--- src/rtl/timer_arb_pkg.sv ---
// Shared types for the round-robin timer arbiter: FSM state encoding.
package timer_arb_pkg;

  localparam logic [1:0] ST_IDLE_ENC = 2'd0;
  localparam logic [1:0] ST_RUN_ENC  = 2'd1;
  localparam logic [1:0] ST_DONE_ENC = 2'd2;

  typedef enum logic [1:0] {
    IDLE = ST_IDLE_ENC,
    RUN  = ST_RUN_ENC,
    DONE = ST_DONE_ENC
  } state_t;

endpackage

--- src/rtl/countdown_core.sv ---
// Loadable down-counter shared by all requesters; load beats en, never wraps below 0.
module countdown_core #(
  parameter int WIDTH = 8
) (
  input  logic             clk,
  input  logic             reset,
  input  logic             load,
  input  logic [WIDTH-1:0] load_val,
  input  logic             en,
  output logic [WIDTH-1:0] result,
  output logic             is_one
);

  always_ff @(posedge clk or negedge reset) begin
    if (!reset) begin
      result <= '0;
    end else if (load) begin
      result <= load_val;
    end else if (en && (result != '0)) begin
      result <= result - WIDTH'(1);
    end
  end

  assign is_one = (result == WIDTH'(1));

endmodule

--- src/rtl/timer_arbiter.sv ---
// Round-robin owner selection plus IDLE/RUN/DONE sequencing around one shared countdown.
module timer_arbiter
  import timer_arb_pkg::*;
#(
  parameter int NREQ  = 4,
  parameter int WIDTH = 8
) (
  input  logic                       clk,
  input  logic                       reset,
  input  logic [NREQ-1:0]            req,
  input  logic [NREQ-1:0][WIDTH-1:0] dur,
  input  logic                       en,
  input  logic                       abort,
  output logic [NREQ-1:0]            grant,
  output logic [NREQ-1:0]            done,
  output logic                       busy,
  output logic [WIDTH-1:0]           count,
  output state_t                     fsm_state
);

  localparam int IDXW = (NREQ > 1) ? $clog2(NREQ) : 1;

  // req is a level, not a valid/ready pair: it is only looked at in IDLE, and
  // grant stays asserted for the whole slot regardless of what req does later.
  function automatic logic [IDXW-1:0] rr_pick(input logic [NREQ-1:0] r,
                                              input logic [IDXW-1:0] last_idx);
    logic [IDXW-1:0] pick;
    logic            found;
    int              idx;
    pick  = '0;
    found = 1'b0;
    for (int i = 1; i <= NREQ; i++) begin
      idx = (int'(last_idx) + i) % NREQ;
      if (!found && r[idx]) begin
        pick  = IDXW'(idx);
        found = 1'b1;
      end
    end
    return pick;
  endfunction

  state_t          state, next_state;
  logic [NREQ-1:0] grant_next;
  logic [IDXW-1:0] last, last_next, win;
  logic [NREQ-1:0] win_onehot;
  logic            load, dec_en, is_one;

  assign win = rr_pick(req, last);

  always_comb begin
    win_onehot      = '0;
    win_onehot[win] = 1'b1;
  end

  always_ff @(posedge clk or negedge reset) begin
    if (!reset) begin
      state <= IDLE;
      grant <= '0;
      last  <= IDXW'(NREQ - 1);
    end else begin
      state <= next_state;
      grant <= grant_next;
      last  <= last_next;
    end
  end

  always_comb begin
    next_state = state;
    grant_next = grant;
    last_next  = last;
    load       = 1'b0;
    dec_en     = 1'b0;
    unique case (state)
      IDLE: begin
        if (|req) begin
          load       = 1'b1;
          grant_next = win_onehot;
          last_next  = win;
          next_state = (dur[win] != '0) ? RUN : DONE;
        end
      end
      RUN: begin
        // abort outranks both the decrement and the RUN->DONE step
        if (abort) begin
          next_state = IDLE;
          grant_next = '0;
        end else if (en) begin
          dec_en = 1'b1;
          if (is_one) next_state = DONE;
        end
      end
      DONE: begin
        next_state = IDLE;
        grant_next = '0;
      end
      default: begin
        next_state = IDLE;
        grant_next = '0;
      end
    endcase
  end

  countdown_core #(.WIDTH(WIDTH)) u_core (
    .clk      (clk),
    .reset    (reset),
    .load     (load),
    .load_val (dur[win]),
    .en       (dec_en),
    .result   (count),
    .is_one   (is_one)
  );

  assign done      = (state == DONE) ? grant : '0;
  assign busy      = (state != IDLE);
  assign fsm_state = state;

endmodule

--- config.mk ---
export PLATFORM = sky130hd
export DESIGN_NAME = timer_arbiter
export DESIGN_NICKNAME = d
export VERILOG_FILES = /design/src/rtl/timer_arb_pkg.sv /design/src/rtl/countdown_core.sv /design/src/rtl/timer_arbiter.sv
export SDC_FILE = /design/constraint.sdc
export NUM_CORES = 1
export LEC_CHECK = 0
export BUFFER_PORTS_ARGS = -buffer_cell sky130_fd_sc_hd__buf_4
export CAP_MARGIN = 20
export CORE_ASPECT_RATIO = 1.4
export CORE_UTILIZATION = 40
export DETAILED_ROUTE_END_ITERATION = 8
export PLACE_DENSITY = 0.82
export SLEW_MARGIN = 20
export SYNTH_ARGS = -nofsm -noshare
export SYNTH_HDL_FRONTEND = slang
export SYNTH_HIERARCHICAL = 1
export SYNTH_SLANG_ARGS = --single-unit
--- constraint.sdc ---
create_clock -name clk -period 2.2 [get_ports clk]
set_input_delay 0.11 -clock clk [delete_from_list [all_inputs] [get_ports clk]]
set_output_delay 0.11 -clock clk [all_outputs]
set_load 0.1 [all_outputs]
==> run_results.csv <==
group,metric,value,unit
logic_synthesis,syn_inst,167,
logic_synthesis,yosysMostFrequentCell,"nand2_1",
logic_synthesis,synth_top_cell_by_area,"dfrtp_1",
clock_tree,cts.htree.levels,1,
logic_synthesis,postSynth.asyncResetShare,100,%
sta,max_slew_margin,64.6,%
drt,wl_per_cell,15.1,um
global_routing,grt_pass1_wl,6470,um
pwr,power.leakage,0.871,nW
clock_tree,clk_pin_slew,0.06,ns
global_routing,grt_pass1_vias,1440,
sta,setup_violations,0,
worst_hold_path,hold_path_startpoint,"en",
logic_synthesis,synth_flop_cell,"dfrtp_1",
pwr,vdd.ir_drop.worst,1.65,mV
final_layout,nets,271,
final_layout,multiInputGateArea,947,um2
run_status,status,"complete, no violations",
drt,drt-pass1-iter-count,4,
worst_setup_path,worstSetupPathType,"flip-flop to flip-flop",
clock_tree,cts_tree,"done",
logic_synthesis,avgSynthCellArea,8.38,um2
worst_setup_path,slowest_delay,0.52,ns
clock_tree,clock_latency,0.24,ns
worst_setup_path,slowest_stage,"or4_1",
logic_synthesis,synth_common_cells,"20 x nand2_1, 14 x dfrtp_1, 12 x mux2i_1",
worst_hold_path,hold_class,"input port to flip-flop",
logic_synthesis,yosys_warnings,6,
die,dieArea,3740,um2
placed_design,place_hpwl,3100,um
die,initial_core_util,41.8,%
final_layout,final_util,59.2,%
worst_setup_path,critical_path_required,2.37,ns
sta,fmax,0.470,GHz
logic_synthesis,synth_edf_count,0,
final_layout,finalNonFillerCells,267,
global_routing,grt_use_total,22.8,%
sta,min_period_over_period,96.7,%
sta,finalSetupTns,0,ns
sta,min_period,2.13,ns
sta,hold_violations,0,
global_routing,antenna_found_initial,0,
logic_synthesis,ys_ff_latch,16,
clock_tree,clockBufferDepth,2,
die,die_h,72.0,um
global_routing,grt_max_degree,30,
sta,worst_slew_pin_slew,0.526,ns
placed_design,gp_congestion,0.880,
drt,drc,0,
die,rows,25,
final_layout,drive_gt1_share,38.8,%
drt,viasPerCell,5.76,
final_layout,regArea,417,um2
drt,routed-via-count,1538,
final_layout,fill_cells,313,
sta,final.setup.worst_slack,0.0721,ns
final_layout,area_growth,41.7,%
die,core,3350,um2
pwr,power_density,1540,nW/um2
worst_setup_path,worstPathMaxFanout,6,
flow_run,max_cap_viol_count,0,
worst_setup_path,reg2reg_from,"fsm_state[1]",
global_routing,grt_remaining_overflow,0,
die,die_w,52.0,um
worst_setup_path,cp-start-kind,"flip-flop",
logic_synthesis,netlist_top_cells_area,"dfrtp_1 25%, mux2i_1 8.6%, nand2_1 5.4%",
sta,timing.hold.ws,0.128,ns
drt,drt_wl_total,4030,um
sta,finalClockSkew,0.00101,ns
clock_tree,cts_buffers,3,
die,io_pins,59,
worst_setup_path,cp_cell_sequence,"nor3b_4 > and2_4 > or4b_4 > or4_1 > a31oi_1",
logic_synthesis,syn-num-nets,210,
worst_setup_path,critPathCaptureType,"flip-flop",
final_layout,num_antenna_cells,0,
clock_tree,root_buffer,"clkbuf_8",
drt,antenna_left,0,
worst_setup_path,crit_arrival,2.30,ns
worst_setup_path,critPathLaunch,"fsm_state[1]",
sta,drv_slew,0,
logic_synthesis,synth_top_area_share,25.0,%
placed_design,dp_worst_setup_slack,0.0281,ns
logic_synthesis,yosysUniqueCellTypes,44,
placed_design,port_buffers,58,
worst_setup_path,critPathBufInv,0,
clock_tree,clock-sinks,16,
logic_synthesis,ys_seq_area_share,28.8,%
logic_synthesis,netlist_area,1400,um2
worst_setup_path,critPathTopFamily,"simple AND/OR/NAND/NOR gates",
drt,dr.first_iter.drc_count,34,
placed_design,dp.cells,259,
per-stage QoR:
stage,total power [mW],instance area [um2]
floorplan,2.31,1430
global placement,2.72,1890
detailed placement,2.75,1890
CTS,3.03,1950
global route,3.24,1980
finish,3.06,1980
cells in the final DEF, fill, tap and decap left out, types with 3 or more instances in the layout:
master | synthesis | layout
a21oi_1 | 11 | 11
buf_4 | 0 | 64
a22o_1 | 3 | 3
or4_1 | 3 | 3
clkbuf_8 | 0 | 4
dfrtp_2 | 0 | 5
o21ai_0 | 5 | 5
a211oi_1 | 8 | 8
nor2b_1 | 10 | 10
a2111o_1 | 3 | 3
and2_1 | 6 | 5
nand2_1 | 20 | 20
a31oi_1 | 3 | 3
dfrtp_1 | 14 | 7
o211ai_1 | 5 | 5
inv_1 | 5 | 5
nor2_1 | 7 | 7
ha_1 | 3 | 3
mux2i_1 | 12 | 12
nor4_1 | 10 | 10
per-layer routing:
layer,share of wire (%),track usage [%],vias to the layer above
li1,-,-,750
met2,52,39.5,65
met5,0,0,-
met1,38,26.9,707
met4,4.4,13.2,0
met3,5.7,1.89,16
sequential cells by signal, summed over array words and instances (netlist names):
register,flops
u_core/result,8
grant,4
fsm_state,2
last,2
worst paths after layout:
check                           slack, ns  depth (start not counted)               end
worst max-delay path                 0.07                          5  u_core/result[7]
worst min-delay path                 0.13                          3      fsm_state[1]
worst max register to register       0.07                          5  u_core/result[7]
worst min register to register       0.51                          2           last[1]
max in group asynchronous            1.68                          2           last[0]
min in group asynchronous            0.26                          2  u_core/result[7]
worst reg2reg max path: cells and delay by family, from the launching register on:
kind             cells  cell delay (ns)
AND/OR/NAND/NOR      4             1.38
flip-flops           1             0.51
AO/OA/AOI/OAI        1             0.16
timing repair:
item	4_1_cts	5_1_grt
gates resized for setup	0	1
setup endpoints to repair	0	3
hold buffers	1	0
buffers inserted	0	3
endpoints found under the hold margin	16	0
cells by family after synthesis:
family / count (synthesis) / share of synthesized area, %
simple gates: 73 / 29.8
compound gates: 48 / 24.6
flops: 16 / 28.8
buf+inv: 15 / 5.55
mux: 12 / 8.59
fa+ha+maj: 3 / 2.68
layout make-up:
type | count | area share, %
multi-input combinational | 136 | 47.8
timing repair buffer | 65 | 24.7
sequential | 16 | 21.0
clock buffer | 4 | 2.78
tap | 40 | 2.53
inverter | 6 | 1.14
report_power, final:
group	switching (mW)	internal, mW	total (mW)
registers	0.180	0.463	0.643
logic	1.55	0.610	2.16
clock network	0.100	0.158	0.259
(Power assumes the default switching activity.)
